==> config.mk <==
export PLATFORM = sky130hd
export DESIGN_NAME = multdiv
export DESIGN_NICKNAME = d
export VERILOG_FILES = /design/src/rtl/multdiv_pkg.sv /design/src/rtl/multdiv_booth_recode.sv /design/src/rtl/multdiv.sv
export SDC_FILE = /design/constraint.sdc
export NUM_CORES = 1
export LEC_CHECK = 0
export ABC_AREA = 0
export CAP_MARGIN = 25
export CORE_MARGIN = 2
export CORE_UTILIZATION = 65
export CTS_BUF_LIST = sky130_fd_sc_hd__clkbuf_16
export CTS_CLUSTER_DIAMETER = 200
export DETAILED_ROUTE_END_ITERATION = 6
export PLACE_DENSITY_LB_ADDON = 0.2
export RECOVER_POWER = 100
export SYNTH_ARGS = -nofsm -noshare
export SYNTH_HDL_FRONTEND = slang
export SYNTH_SLANG_ARGS = --single-unit
==> constraint.sdc <==
create_clock -name clock -period 6.55 [get_ports clock]
set_clock_uncertainty 0.2 [all_clocks]
set_input_delay 1.31 -clock clock [delete_from_list [all_inputs] [get_ports clock]]
set_output_delay 1.31 -clock clock [all_outputs]
set_load 0.01 [all_outputs]
==> src/rtl/multdiv_pkg.sv <==
// multdiv_pkg
//   Shared definitions for the iterative multiply/divide unit: FSM state
//   encoding, iteration counts, the most negative 32-bit value and a small
//   helper that turns a two's complement word into its unsigned magnitude.
package multdiv_pkg;

  typedef enum logic [2:0] {
    ST_IDLE = 3'd0,
    ST_MUL  = 3'd1,
    ST_DIV  = 3'd2,
    ST_FIX  = 3'd3,
    ST_DONE = 3'd4
  } state_t;

  localparam logic [4:0]  MUL_ITER = 5'd16;
  localparam int          DIV_ITER = 32;
  // The 5-bit counter cannot hold 32, so divide stops on the last index.
  localparam logic [4:0]  DIV_LAST = 5'(DIV_ITER - 1);
  localparam logic [31:0] INT_MIN  = 32'h8000_0000;

  // Magnitude of a two's complement word. INT_MIN maps to 0x80000000,
  // which is the correct unsigned magnitude.
  function automatic logic [31:0] magnitude(input logic [31:0] value);
    return value[31] ? (~value + 32'd1) : value;
  endfunction

endpackage

==> src/rtl/multdiv_booth_recode.sv <==
// booth_recode
//   Radix-4 Booth recoder. Turns a 3-bit multiplier window
//   {b[i+1], b[i], b[i-1]} into the partial-product selection.
//   Ports:
//     window  in  3  multiplier bits of the current iteration
//     sub     out 1  subtract the selected multiple instead of adding it
//     zero    out 1  partial product is zero
//     dbl     out 1  select 2*A instead of A
module booth_recode
(
  input  logic [2:0] window,
  output logic       sub,
  output logic       zero,
  output logic       dbl
);

  always_comb begin
    sub  = 1'b0;
    zero = 1'b0;
    dbl  = 1'b0;
    unique case (window)
      3'b000, 3'b111: zero = 1'b1;
      3'b001, 3'b010: sub  = 1'b0;
      3'b011:         dbl  = 1'b1;
      3'b100: begin
        sub = 1'b1;
        dbl = 1'b1;
      end
      3'b101, 3'b110: sub  = 1'b1;
      default:        zero = 1'b1;
    endcase
  end

endmodule

==> src/rtl/multdiv.sv <==
// multdiv
//   Iterative signed 32-bit multiply/divide unit. Multiply uses radix-4
//   Booth (16 iterations); divide uses non-restoring division (32
//   iterations) followed by a sign-fix cycle. One 34-bit add/subtract is
//   shared by both operations.
//   Ports:
//     clock           in  1   rising-edge clock
//     reset           in  1   synchronous active-high reset
//     data_operandA   in  32  multiplicand / dividend
//     data_operandB   in  32  multiplier / divisor
//     ctrl_MULT       in  1   start pulse, multiply (wins over ctrl_DIV)
//     ctrl_DIV        in  1   start pulse, divide
//     data_result     out 32  product low word / quotient, registered
//     data_exception  out 1   overflow or divide error, registered
//     data_resultRDY  out 1   one-cycle completion pulse
module multdiv
  import multdiv_pkg::*;
(
  input  logic        clock,
  input  logic        reset,
  input  logic [31:0] data_operandA,
  input  logic [31:0] data_operandB,
  input  logic        ctrl_MULT,
  input  logic        ctrl_DIV,
  output logic [31:0] data_result,
  output logic        data_exception,
  output logic        data_resultRDY
);

  state_t      state_q, state_d;
  logic [4:0]  cnt_q, cnt_d;
  logic [64:0] prod_q, prod_d;
  logic [33:0] rem_q, rem_d;
  logic [31:0] quo_q, quo_d;
  logic [31:0] opnd_q, opnd_d;
  logic        conv_q, conv_d;
  logic        neg_q, neg_d;
  logic        ovf_q, ovf_d;
  logic [31:0] result_q, result_d;
  logic        exc_q, exc_d;
  logic        rdy_q, rdy_d;

  logic        booth_sub, booth_zero, booth_dbl;
  logic [33:0] mcand;
  logic [33:0] add_a, add_b, add_sum;
  logic        add_sub;

  booth_recode u_booth (
    .window (prod_q[2:0]),
    .sub    (booth_sub),
    .zero   (booth_zero),
    .dbl    (booth_dbl)
  );

  // Shared adder operands. Multiply adds the Booth multiple into the
  // sign-extended upper product word; divide adds or subtracts the divisor
  // from the left-shifted partial remainder depending on its sign.
  always_comb begin
    mcand   = {{2{opnd_q[31]}}, opnd_q};
    add_a   = '0;
    add_b   = '0;
    add_sub = 1'b0;
    if (state_q == ST_MUL) begin
      add_a   = {{2{prod_q[64]}}, prod_q[64:33]};
      add_b   = booth_zero ? '0 : (booth_dbl ? {mcand[32:0], 1'b0} : mcand);
      add_sub = booth_sub;
    end else begin
      add_a   = {rem_q[32:0], quo_q[31]};
      add_b   = {2'b00, opnd_q};
      add_sub = ~rem_q[33];
    end
  end

  assign add_sum = add_a + (add_b ^ {34{add_sub}}) + {33'd0, add_sub};

  // Next-state and datapath. A start pulse in any state aborts whatever was
  // running. Outputs are loaded on the edge that enters DONE so that the
  // RDY pulse and the new result appear together for the DONE cycle.
  always_comb begin
    state_d  = state_q;
    cnt_d    = cnt_q;
    prod_d   = prod_q;
    rem_d    = rem_q;
    quo_d    = quo_q;
    opnd_d   = opnd_q;
    conv_d   = conv_q;
    neg_d    = neg_q;
    ovf_d    = ovf_q;
    result_d = result_q;
    exc_d    = exc_q;
    rdy_d    = 1'b0;
    if (ctrl_MULT) begin
      state_d = ST_MUL;
      cnt_d   = '0;
      prod_d  = {32'd0, data_operandB, 1'b0};
      opnd_d  = data_operandA;
    end else if (ctrl_DIV) begin
      state_d = ST_DIV;
      cnt_d   = '0;
      conv_d  = 1'b1;
      quo_d   = data_operandA;
      opnd_d  = data_operandB;
    end else begin
      unique case (state_q)
        ST_IDLE: state_d = ST_IDLE;
        ST_MUL: begin
          if (cnt_q == MUL_ITER) begin
            state_d  = ST_DONE;
            result_d = prod_q[32:1];
            // Overflow when bits 63..31 of the product are not a pure sign.
            exc_d    = !((prod_q[64:32] == '0) || (&prod_q[64:32]));
            rdy_d    = 1'b1;
          end else begin
            prod_d = {add_sum, prod_q[32:2]};
            cnt_d  = cnt_q + 5'd1;
          end
        end
        ST_DIV: begin
          if (conv_q) begin
            // First divide cycle: raw operands become magnitudes.
            conv_d = 1'b0;
            cnt_d  = '0;
            if (opnd_q == '0) begin
              state_d  = ST_DONE;
              result_d = '0;
              exc_d    = 1'b1;
              rdy_d    = 1'b1;
            end else begin
              neg_d  = quo_q[31] ^ opnd_q[31];
              ovf_d  = (quo_q == INT_MIN) && (opnd_q == '1);
              quo_d  = magnitude(quo_q);
              opnd_d = magnitude(opnd_q);
              rem_d  = '0;
            end
          end else begin
            rem_d = add_sum;
            quo_d = {quo_q[30:0], ~add_sum[33]};
            cnt_d = cnt_q + 5'd1;
            if (cnt_q == DIV_LAST) begin
              state_d = ST_FIX;
            end
          end
        end
        ST_FIX: begin
          state_d  = ST_DONE;
          result_d = ovf_q ? INT_MIN : (neg_q ? (~quo_q + 32'd1) : quo_q);
          exc_d    = ovf_q;
          rdy_d    = 1'b1;
        end
        ST_DONE: state_d = ST_IDLE;
        default: state_d = ST_IDLE;
      endcase
    end
  end

  always_ff @(posedge clock) begin
    if (reset) begin
      state_q  <= ST_IDLE;
      cnt_q    <= '0;
      prod_q   <= '0;
      rem_q    <= '0;
      quo_q    <= '0;
      opnd_q   <= '0;
      conv_q   <= 1'b0;
      neg_q    <= 1'b0;
      ovf_q    <= 1'b0;
      result_q <= '0;
      exc_q    <= 1'b0;
      rdy_q    <= 1'b0;
    end else begin
      state_q  <= state_d;
      cnt_q    <= cnt_d;
      prod_q   <= prod_d;
      rem_q    <= rem_d;
      quo_q    <= quo_d;
      opnd_q   <= opnd_d;
      conv_q   <= conv_d;
      neg_q    <= neg_d;
      ovf_q    <= ovf_d;
      result_q <= result_d;
      exc_q    <= exc_d;
      rdy_q    <= rdy_d;
    end
  end

  assign data_result    = result_q;
  assign data_exception = exc_q;
  assign data_resultRDY = rdy_q;

endmodule

==> results of run 1 <==
==> critical path: cells and delay by family (launching register included) <==
| family | cells | cell delay [ns] |
|---|---|---|
| AO/OA/AOI/OAI | 6 | 2.59 |
| multiplexers | 2 | 1.11 |
| adder cells (fa/ha/maj) | 1 | 0.38 |
| AND/OR/NAND/NOR | 2 | 0.74 |
| flip-flops | 1 | 0.45 |
| XOR/XNOR | 1 | 0.17 |
==> final cells by class <==
class	count	area, µm²
multi-input cells	1584	9250
fillers	1809	5830
flip-flops and latches	208	4160
repair buffers	127	1230
clock buffers	25	626
well taps	280	350
clock inverters	19	169
inverters	18	67.6
==> flip-flops by register name, indices dropped and copies added, names as in the netlist <==
| register | flops |
|---|---|
| prod_q | 65 |
| rem_q | 34 |
| data_result | 32 |
| opnd_q | 32 |
| quo_q | 32 |
| cnt_q | 5 |
| state_q | 3 |
| conv_q | 1 |
| data_exception | 1 |
| data_resultRDY | 1 |
| neg_q | 1 |
| ovf_q | 1 |
==> metrics by stage <==
stage / area [µm²] / hold slack, ns / utilization [%] / worst slack (ns) / total power, mW
CTS: 15900 / 0.250 / 73.2 / 1.07 / 3.65
global placement: 15100 / 0.236 / 69.4 / 1.25 / 2.30
detailed placement: 15100 / 0.241 / 69.5 / 1.09 / 2.31
global route: 15900 / 0.292 / 73.1 / 0.452 / 3.81
finish: 15900 / 0.255 / 73.1 / 0.783 / 3.68
floorplan: 14300 / 0.225 / - / 2.37 / 2.04
==> cells in the final DEF, fill, tap and decap left out, drive strengths merged, types with 7 or more instances in the layout <==
master           n
o21a             7
xnor2           77
nand2b          17
nor2           249
or4             15
dlygate4sd3     34
nand3           32
dfxtp          208
inv             22
o21ai          117
o211ai          13
xor2            21
a21o            18
a31oi           17
o221ai          30
nor3b           17
clkbuf          31
ha              39
a221o            9
a211oi          38
nand4           38
a221oi          16
or3             21
a222oi          14
nand2          341
clkdlybuf4s50   64
nor2b            8
a21oi          189
a22oi           53
a22o            10
o31ai           20
nor4            24
buf             23
clkinv           9
nor3            51
mux2i           11
==> per-layer routing <==
layer	up-vias	GRT usage, %	wire (µm)
met5	-	0	10
met1	7206	58.2	19700
met2	1041	59.9	20500
li1	7115	-	-
met3	149	11.1	7410
met4	2	11.7	1730
==> logic make-up (layout without fill, tap and decap cells) <==
| logic type | count (synthesis) | in the layout | share of synthesized area, % |
|---|---|---|---|
| buf+inv | 204 | 189 | 5.91 |
| mux | 13 | 13 | 0.929 |
| fa+ha+maj | 40 | 40 | 3.56 |
| flops | 208 | 208 | 29.2 |
| xor+xnor | 98 | 98 | 6.01 |
| compound gates | 582 | 582 | 26.8 |
| simple gates | 851 | 851 | 27.6 |
==> worst max-delay path by stage <==
stage / to / slack [ns] / cells after the start / startpoint
global route: prod_q[58] / 0.45 / 12 / state_q[0]
global placement: rem_q[28] / 1.25 / 13 / state_q[0]
CTS: rem_q[32] / 1.07 / 13 / state_q[0]
finish: prod_q[58] / 0.78 / 12 / state_q[0]
floorplan: prod_q[58] / 2.37 / 15 / prod_q[1]
detailed placement: rem_q[32] / 1.09 / 13 / state_q[0]
==> power breakdown <==
part | internal (mW) | total (mW) | switching, mW | leakage [nW]
logic | 0.335 | 0.905 | 0.570 | 3.79
clock network | 0.807 | 1.37 | 0.560 | 0.400
registers | 1.32 | 1.41 | 0.0917 | 1.70
total | 2.46 | 3.68 | 1.22 | 5.89
==> reports/results.txt, run 1 <==
CP Data Arrival Time: 5.98 ns
Top cell type by total area after synthesis: dfxtp_1
Antenna Nets Post-Route: 0
Syn Inst Count: 1996
Setup violations, final: 0
Placer Congestion: 0.997
Worst Tran Pin Value: 4.24 ns
CP endpoint kind: flop
Antenna Diode Count: 0
Clk pin slew, worst setup/hold paths: 0.06 ns
Critical Path Slowest Stage Cell: a211oi_1
GRT Total Usage: 40.6%
Peak supply drop: 0.283 mV
Post-CTS Setup Bufs: 0
Worst R2R Path Depth: 12
Clk sinks: 208
Fraction of registers with async set/reset: 0%
Max stage delay on crit path: 1.25 ns
Initial DRC count: 2248
Yosys reg bits: 208
Max-Cap Viols: 6
Largest net degree at the start of global routing: 91
RSZ-0062 raised after global routing: false
Syn Nets: 2104
Synth Warn #: 0
Filler-free cell count of the finished design: 2261
Fmax: 173 MHz
Status: complete, but fails checks
Leakage: 5.89 nW
CP Class: flop to flop
Starting density of the core: 65.8%
Top cell type's share of synthesized area: 29.2%
Clock buffer depth: 3
Drt pass-1 iters: 7
Failing checks: design-rule violations, max-capacitance violations, max-slew violations
Vias in the first global route: 13700
Endpoint, Worst Hold: rem_q[19]
Num CTS Buffers: 24
Die area: 0.0232 mm²
Nature of the critical path startpoint: flop
Placed cells: 2213
Top_reg_cell synth: dfxtp_1
Reg2reg setup slack: 0.78 ns
Pwr dens: 232 mW/mm²
DR WL/cell: 21.8 µm
Hold_buf cts: 0
Die W: 152 µm
CTS H-tree lvls: 1
Crit path cell chain: nor3b_4 > mux2i_4 > xnor2_1 > ha_1 > a21oi_1 > nor2_1 > a211oi_1 > o31ai_1 > a211oi_1 > o21ai_0 > mux2i_1 > a311o_1
Final critical-path required period: 5.77 ns
Register area share after synthesis: 29.2%
Antenna violations before repair: 1
Final #Nets: 2071
Core area: 0.0217 mm²
CTS tree: built
Top cells by area, synth: dfxtp_1 29%, nand2_1 9.0%, a21oi_1 6.6%
Top Ports: 102
Worst rel slew slack: -182%
Syn-to-layout area delta: 11.1%
Maximum fanout along the worst path: 21
Total number of vias: 15500
DR DRC count: 4
Setup_tns: 0 ns
Global-route wire length before repair: 76400 µm
Chip height: 152 µm
Hold path depth: 2
Detailed Place HPWL: 34400 µm
Post_cts resized: 0
Most instantiated cells after synthesis: 341 x nand2_1, 249 x nor2_1, 208 x dfxtp_1, 189 x a21oi_1, 156 x clkbuf_1
Most common cell in the netlist: nand2_1
R2r startpoint: state_q[0]
Critical Path RT: 6.77 ns
Total wire length: 49400 µm
Crit-path most repeated cell: a211oi_1
Synth cell types: 81
Final Max Tran Viols: 253
Share of post-route cells with drive strength above 1: 5.00%
Root buf cell: clkbuf_16
Period utilization: 88.0%
EDFF count, synth: 0
FP Rows: 54
DR vias/cell: 6.86
Syn avg cell area: 7.15 µm²
Final Hold Viols: 0
Hold Crit Start: rem_q[19]
Skew-Pair Late Insertion Delay: 0.53 ns
Worst R2R End: prod_q[58]
HP Class: flop to flop
Total gr overflow: 0
Synth Cell Area: 0.0143 mm²
Port Buffers: 101
Note: power is estimated with default switching activity, not from simulation.
==> run 2: changes to the inputs <==
--- a/config.mk
+++ b/config.mk
@@ -7,13 +7,16 @@
 export LEC_CHECK = 0
 export ABC_AREA = 0
 export CAP_MARGIN = 25
+export CELL_PAD_IN_SITES_DETAIL_PLACEMENT = 0
+export CELL_PAD_IN_SITES_GLOBAL_PLACEMENT = 1
 export CORE_MARGIN = 2
-export CORE_UTILIZATION = 65
+export CORE_UTILIZATION = 47
 export CTS_BUF_LIST = sky130_fd_sc_hd__clkbuf_16
 export CTS_CLUSTER_DIAMETER = 200
 export DETAILED_ROUTE_END_ITERATION = 6
 export PLACE_DENSITY_LB_ADDON = 0.2
 export RECOVER_POWER = 100
+export SLEW_MARGIN = 0
 export SYNTH_ARGS = -nofsm -noshare
 export SYNTH_HDL_FRONTEND = slang
 export SYNTH_SLANG_ARGS = --single-unit
==> constraint.sdc (replaced) <==
create_clock -name clock -period 6.98 [get_ports clock]
set_clock_uncertainty 0.2 [all_clocks]
set_input_delay 1.396 -clock clock [delete_from_list [all_inputs] [get_ports clock]]
set_output_delay 1.396 -clock clock [all_outputs]
set_load 0.01 [all_outputs]
==> reports/results.txt, run 2 (synthesized netlist as in run 1, its figures left out) <==
Status: complete, but fails checks
Failing checks: max-capacitance violations, max-slew violations
Die W: 178 µm (+17%)
Skew-Pair Late Insertion Delay: 0.54 ns (about the same)
Share of post-route cells with drive strength above 1: 4.74% (-0.25 points)
Max FFs per register: 65 (unchanged)
Fin worst setup slack: 1.40 ns (+0.618 ns)
Syn-to-layout area delta: 12.6%
Setup_tns: 0 ns (unchanged)
Placer Congestion: 0.980 (-1.7%)
Period utilization: 79.9% (-8.1 points)
Largest net degree at the start of global routing: 133 (+46%)
Critical Path RT: 7.21 ns (+0.44 ns)
Total wire length: 50400 µm (+2.2%)
Post_cts resized: 0 (unchanged)
CP Buf/Inv Count: 2 (+2)
Num CTS Buffers: 26 (+8.3%)
Max stage delay on crit path: 1.00 ns (-0.25 ns)
Drt pass-1 iters: 6 (-1)
Clock buffer depth: 3 (unchanged)
Fmax: 179 MHz (+3.4%)
Post-CTS Setup Bufs: 0 (unchanged)
Commonest cells after routing, fill and taps aside: 341 x nand2_1, 249 x nor2_1, 208 x dfxtp_1, 188 x a21oi_1, 110 x o21ai_0
Most flop-heavy register: prod_q
Top Ports: 102 (unchanged)
Port Buffers: 101 (unchanged)
Final Power: 3.62 mW (-1.9%)
Antenna violations before repair: 0 (-1)
Internal: 2.46 mW (about the same)
Pre-CTS WS: 2.04 ns (+0.955 ns)
HP Class: flop to flop
DR WL/cell: 21.3 µm (-2.6%)
Final critical-path required period: 5.58 ns (-0.188 ns)
Biggest regs: prod_q x65, rem_q x34
Final #Nets: 2075 (+0.19%)
CTS H-tree lvls: 1 (unchanged)
Total number of vias: 14900 (-3.7%)
Pwr dens: 225 mW/mm² (-3.2%)
Worst rel slew slack: -80.0% (+100 points)
Die area: 0.0318 mm² (+37%)
GRT Total Usage: 31.1% (-9.5 points)
CP Data Arrival Time: 5.81 ns (-0.17 ns)
Hold_buf cts: 0 (unchanged)
Antenna Nets Post-Route: 0 (unchanged)
Detailed Place HPWL: 35600 µm (+3.5%)
Switching Fraction: 31.8% (-1.3 points)
Fill count: 2993 (+65%)
Final Max Tran Viols: 123 (-51%)
Vias in the first global route: 13100 (-4.4%)
Leakage: 5.94 nW (+0.80%)
Critical Path Slowest Stage Cell: a211oi_1
Core area: 0.0298 mm² (+37%)
Antenna Diode Count: 0 (unchanged)
Delay-heaviest family, CP: compound AO/OA/AOI/OAI gates
Initial DRC count: 1564 (-30%)
Max-Cap Viols: 3 (-3)
Clk sinks: 208 (unchanged)
RSZ-0062 raised after global routing: false
CTS tree: built
DR vias/cell: 6.30 (-8.2%)
CP Class: flop to flop
Final Hold Viols: 0 (unchanged)
Setup violations, final: 0 (unchanged)
Most common cell after layout, fill and taps aside: nand2_1
Sw power: 1.15 mW (-5.8%)
Clk pin slew, worst setup/hold paths: 0.06 ns (about the same)
CP endpoint kind: flop
Root buf cell: clkbuf_16
Maximum fanout along the worst path: 38 (+81%)
Global-route wire length before repair: 77500 µm (+1.3%)
Peak supply drop: 0.170 mV (-40%)
Clock power frac: 40.2% (+3.1 points)
Register share of total power: 36.5% (-1.8 points)
Starting density of the core: 47.9% (-18 points)
Nature of the critical path startpoint: flop
Total gr overflow: 0 (unchanged)
Crit path cell chain: nor3b_1 > buf_4 > mux2i_4 > buf_4 > xnor2_1 > ha_1 > nand4_1 > nor2_1 > a211oi_1 > o31ai_1 > a211oi_1 > o21ai_0 > mux2i_1 > nand2_1
FP Rows: 63 (+17%)
Chip height: 178 µm (+17%)
DR DRC count: 0 (-4)
Worst Tran Pin Value: 2.70 ns (-1.53 ns)
Combinational share of power: 23.3% (-1.3 points)
## run 2: per-layer routing
metal	GRT usage, %	routed length, µm	share of wire, %
met1	46.1	23000	46
met2	46.2	21500	43
met3	5.90	4790	9.5
met4	7.62	1130	2.2
met5	0	0	0
## run 2: area by class of cell
| class | count | area (µm²) | area share (%) |
|---|---|---|---|
| Clock inverter | 16 | 224 | 1.39 |
| Multi-Input combinational cell | 1584 | 9210 | 57.3 |
| Timing Repair Buffer | 129 | 1250 | 7.77 |
| Tap cell | 390 | 488 | 3.03 |
| Inverter | 18 | 67.6 | 0.420 |
| Clock buffer | 27 | 676 | 4.20 |
| Sequential cell | 208 | 4160 | 25.9 |
## run 2: tightest hold or removal path: cells and delay by family, from the launching register on
kind / cells / cell delay (ns)
and+or+nand+nor: 1 / 0.04
DFF: 1 / 0.32
AOI/OAI and AO/OA: 1 / 0.05
## run 2: power groups by stage
stage / clock network, mW / registers (mW) / logic [mW]
detailed placement: 0 / 1.34 / 0.839
global placement: 0 / 1.34 / 0.830
CTS: 1.47 / 1.32 / 0.843
global route: 1.52 / 1.33 / 0.927
finish: 1.45 / 1.32 / 0.844
floorplan: 0 / 1.30 / 0.617
## run 2: through the flow
step / hold WS (ns) / area (µm²) / utilization, % / std cells
finish: 0.253 / 16100 / 54.0 / 2372
floorplan: 0.225 / 14300 / - / 1996
global route: 0.283 / 16100 / 54.0 / 2372
detailed placement: 0.242 / 15300 / 51.3 / 2328
CTS: 0.255 / 16200 / 54.3 / 2371
global placement: 0.233 / 15200 / 51.2 / 2326
## run 2: path summary, 6_finish.rpt
kind                   start         end  slack (ns)  cells past startpoint
setup reg to reg  state_q[0]  prod_q[62]        1.40                     14
hold / removal     rem_q[25]   rem_q[25]        0.25                      2
hold reg to reg    rem_q[25]   rem_q[25]        0.25                      2
setup / recovery  state_q[0]  prod_q[62]        1.40                     14
==> run 3: changes to the inputs <==
--- a/config.mk
+++ b/config.mk
@@ -10,7 +10,7 @@
 export CELL_PAD_IN_SITES_DETAIL_PLACEMENT = 0
 export CELL_PAD_IN_SITES_GLOBAL_PLACEMENT = 1
 export CORE_MARGIN = 2
-export CORE_UTILIZATION = 47
+export CORE_UTILIZATION = 44
 export CTS_BUF_LIST = sky130_fd_sc_hd__clkbuf_16
 export CTS_CLUSTER_DIAMETER = 200
 export DETAILED_ROUTE_END_ITERATION = 6
==> constraint.sdc (replaced) <==
create_clock -name clock -period 5.15 [get_ports clock]
set_clock_uncertainty 0.2 [all_clocks]
set_input_delay 1.03 -clock clock [delete_from_list [all_inputs] [get_ports clock]]
set_output_delay 1.03 -clock clock [all_outputs]
set_load 0.01 [all_outputs]
==> reports/results.txt, run 3 (synthesized netlist as in run 1, its figures left out) <==
Status: complete, but fails checks
Failing checks: max-capacitance violations, max-slew violations
Most flop-heavy register: prod_q
Final #Nets: 2081 (+0.29%)
Post_cts resized: 0 (unchanged)
Setup_tns: 0 ns (unchanged)
Final Max Tran Viols: 188 (+53%)
CP Data Arrival Time: 5.04 ns (-0.77 ns)
CP endpoint kind: flop
Antenna Nets Post-Route: 0 (unchanged)
Largest net degree at the start of global routing: 75 (-44%)
Clk pin slew, worst setup/hold paths: 0.06 ns (about the same)
Detailed Place HPWL: 37900 µm (+6.5%)
Die W: 184 µm (+3.3%)
DR WL/cell: 22.2 µm (+4.5%)
Initial DRC count: 1768 (+13%)
Maximum fanout along the worst path: 21 (-45%)
Vias in the first global route: 13200 (+0.30%)
Period utilization: 93.3% (+13 points)
GRT Total Usage: 30.8% (-0.28 points)
Reg2reg setup slack: 0.34 ns (-1.06 ns)
Antenna violations before repair: 2 (+2)
Worst Tran Pin Value: 2.03 ns (-0.666 ns)
Global-route wire length before repair: 80900 µm (+4.4%)
Final Power: 4.79 mW (+33%)
Leakage: 5.95 nW (+0.20%)
CP Class: flop to flop
DR vias/cell: 6.24 (-0.96%)
FP Rows: 65 (+3.2%)
Post-layout util: 50.7% (-3.2 points)
Top Ports: 102 (unchanged)
Starting density of the core: 45.0% (-2.9 points)
Port Buffers: 101 (unchanged)
Post-CTS Setup Bufs: 0 (unchanged)
DR DRC count: 0 (unchanged)
Setup violations, final: 0 (unchanged)
Clock buffer depth: 3 (unchanged)
Root buf cell: clkbuf_16
Total wire length: 53200 µm (+5.4%)
CTS tree: built
Met1 wire length: 24700 µm (+7.0%)
Commonest cells after routing, fill and taps aside: 341 x nand2_1, 248 x nor2_1, 208 x dfxtp_1, 187 x a21oi_1, 112 x o21ai_0
Worst rel slew slack: -35.6% (+44 points)
Peak supply drop: 0.273 mV (+60%)
Critical Path RT: 5.38 ns (-1.83 ns)
Die area: 0.0339 mm² (+6.7%)
HP Class: flop to flop
Share of post-route cells with drive strength above 1: 5.48% (+0.73 points)
Drt pass-1 iters: 6 (unchanged)
Fill count: 3187 (+6.5%)
Final Hold Viols: 0 (unchanged)
Min Hold Slack: 0.252 ns (-0.000258 ns)
Metal3 WL: 5420 µm (+13%)
CTS H-tree lvls: 1 (unchanged)
Total number of vias: 14900 (-0.080%)
Skew-Pair Late Insertion Delay: 0.55 ns (about the same)
Fmax: 208 MHz (+16%)
Placer Congestion: 0.933 (-4.8%)
Core area: 0.0317 mm² (+6.4%)
Met2 WL post-DR: 21500 µm (+0.30%)
Total gr overflow: 0 (unchanged)
Chip height: 184 µm (+3.3%)
Max FFs per register: 65 (unchanged)
Nature of the critical path startpoint: flop
Max-Cap Viols: 4 (+1)
Syn-to-layout area delta: 12.7%
Clk sinks: 208 (unchanged)
Biggest regs: prod_q x65, rem_q x34
Most common cell after layout, fill and taps aside: nand2_1
Pwr dens: 298 mW/mm² (+32%)
RSZ-0062 raised after global routing: false
Final critical-path required period: 4.81 ns (-0.773 ns)
Num CTS Buffers: 25 (-3.8%)
Top sig layer: met5
Hold_buf cts: 0 (unchanged)
[run 3: report_power, final]
group | switching (mW) | internal [mW] | total (mW)
clock network | 0.755 | 1.08 | 1.84
logic | 0.735 | 0.429 | 1.16
registers | 0.112 | 1.68 | 1.79
[run 3: worst paths after layout]
| kind | start | end | cells past startpoint |
|---|---|---|---|
| hold / removal | rem_q[18] | rem_q[18] | 2 |
| hold reg to reg | rem_q[18] | rem_q[18] | 2 |
| setup reg to reg | state_q[0] | prod_q[62] | 11 |
| setup / recovery | state_q[0] | prod_q[62] | 11 |
[run 3: layout make-up]
type | instances | area (µm²) | share of cell area (%)
clock buffer | 25 | 626 | 3.89
multi-input combinational | 1584 | 9260 | 57.5
sequential | 208 | 4160 | 25.9
inverter | 18 | 67.6 | 0.420
antenna | 1 | 2.50 | 0.0155
clock inverter | 19 | 198 | 1.23
tap | 402 | 503 | 3.12
timing repair buffer | 136 | 1270 | 7.92
[run 3: per-stage QoR]
stage / std cells / cell area (µm²) / setup slack, ns
global route: 2393 / 16100 / 0.0284
global placement: 2346 / 15300 / 0.534
detailed placement: 2347 / 15400 / 0.406
CTS: 2391 / 16200 / 0.380
finish: 2393 / 16100 / 0.344
floorplan: 1996 / 14300 / 0.970
[run 3: critical path: stages (launching register included)]
cell	delay, ns
dfxtp_1	0.44
nor3b_4	0.58
mux2i_4	0.63
buf_4	0.45
xnor2_1	0.15
ha_1	0.50
and4_1	0.27
nand3_1	0.13
or4_1	0.53
o21ai_0	0.49
mux2i_1	0.25
nand2_1	0.06
[run 3: layer usage]
metal / up-vias / global-route usage [%]
met1: 7050 / 46.6
met2: 663 / 43.3
met4: 2 / 9.31
met5: - / 0
met3: 94 / 6.58
li1: 7122 / -
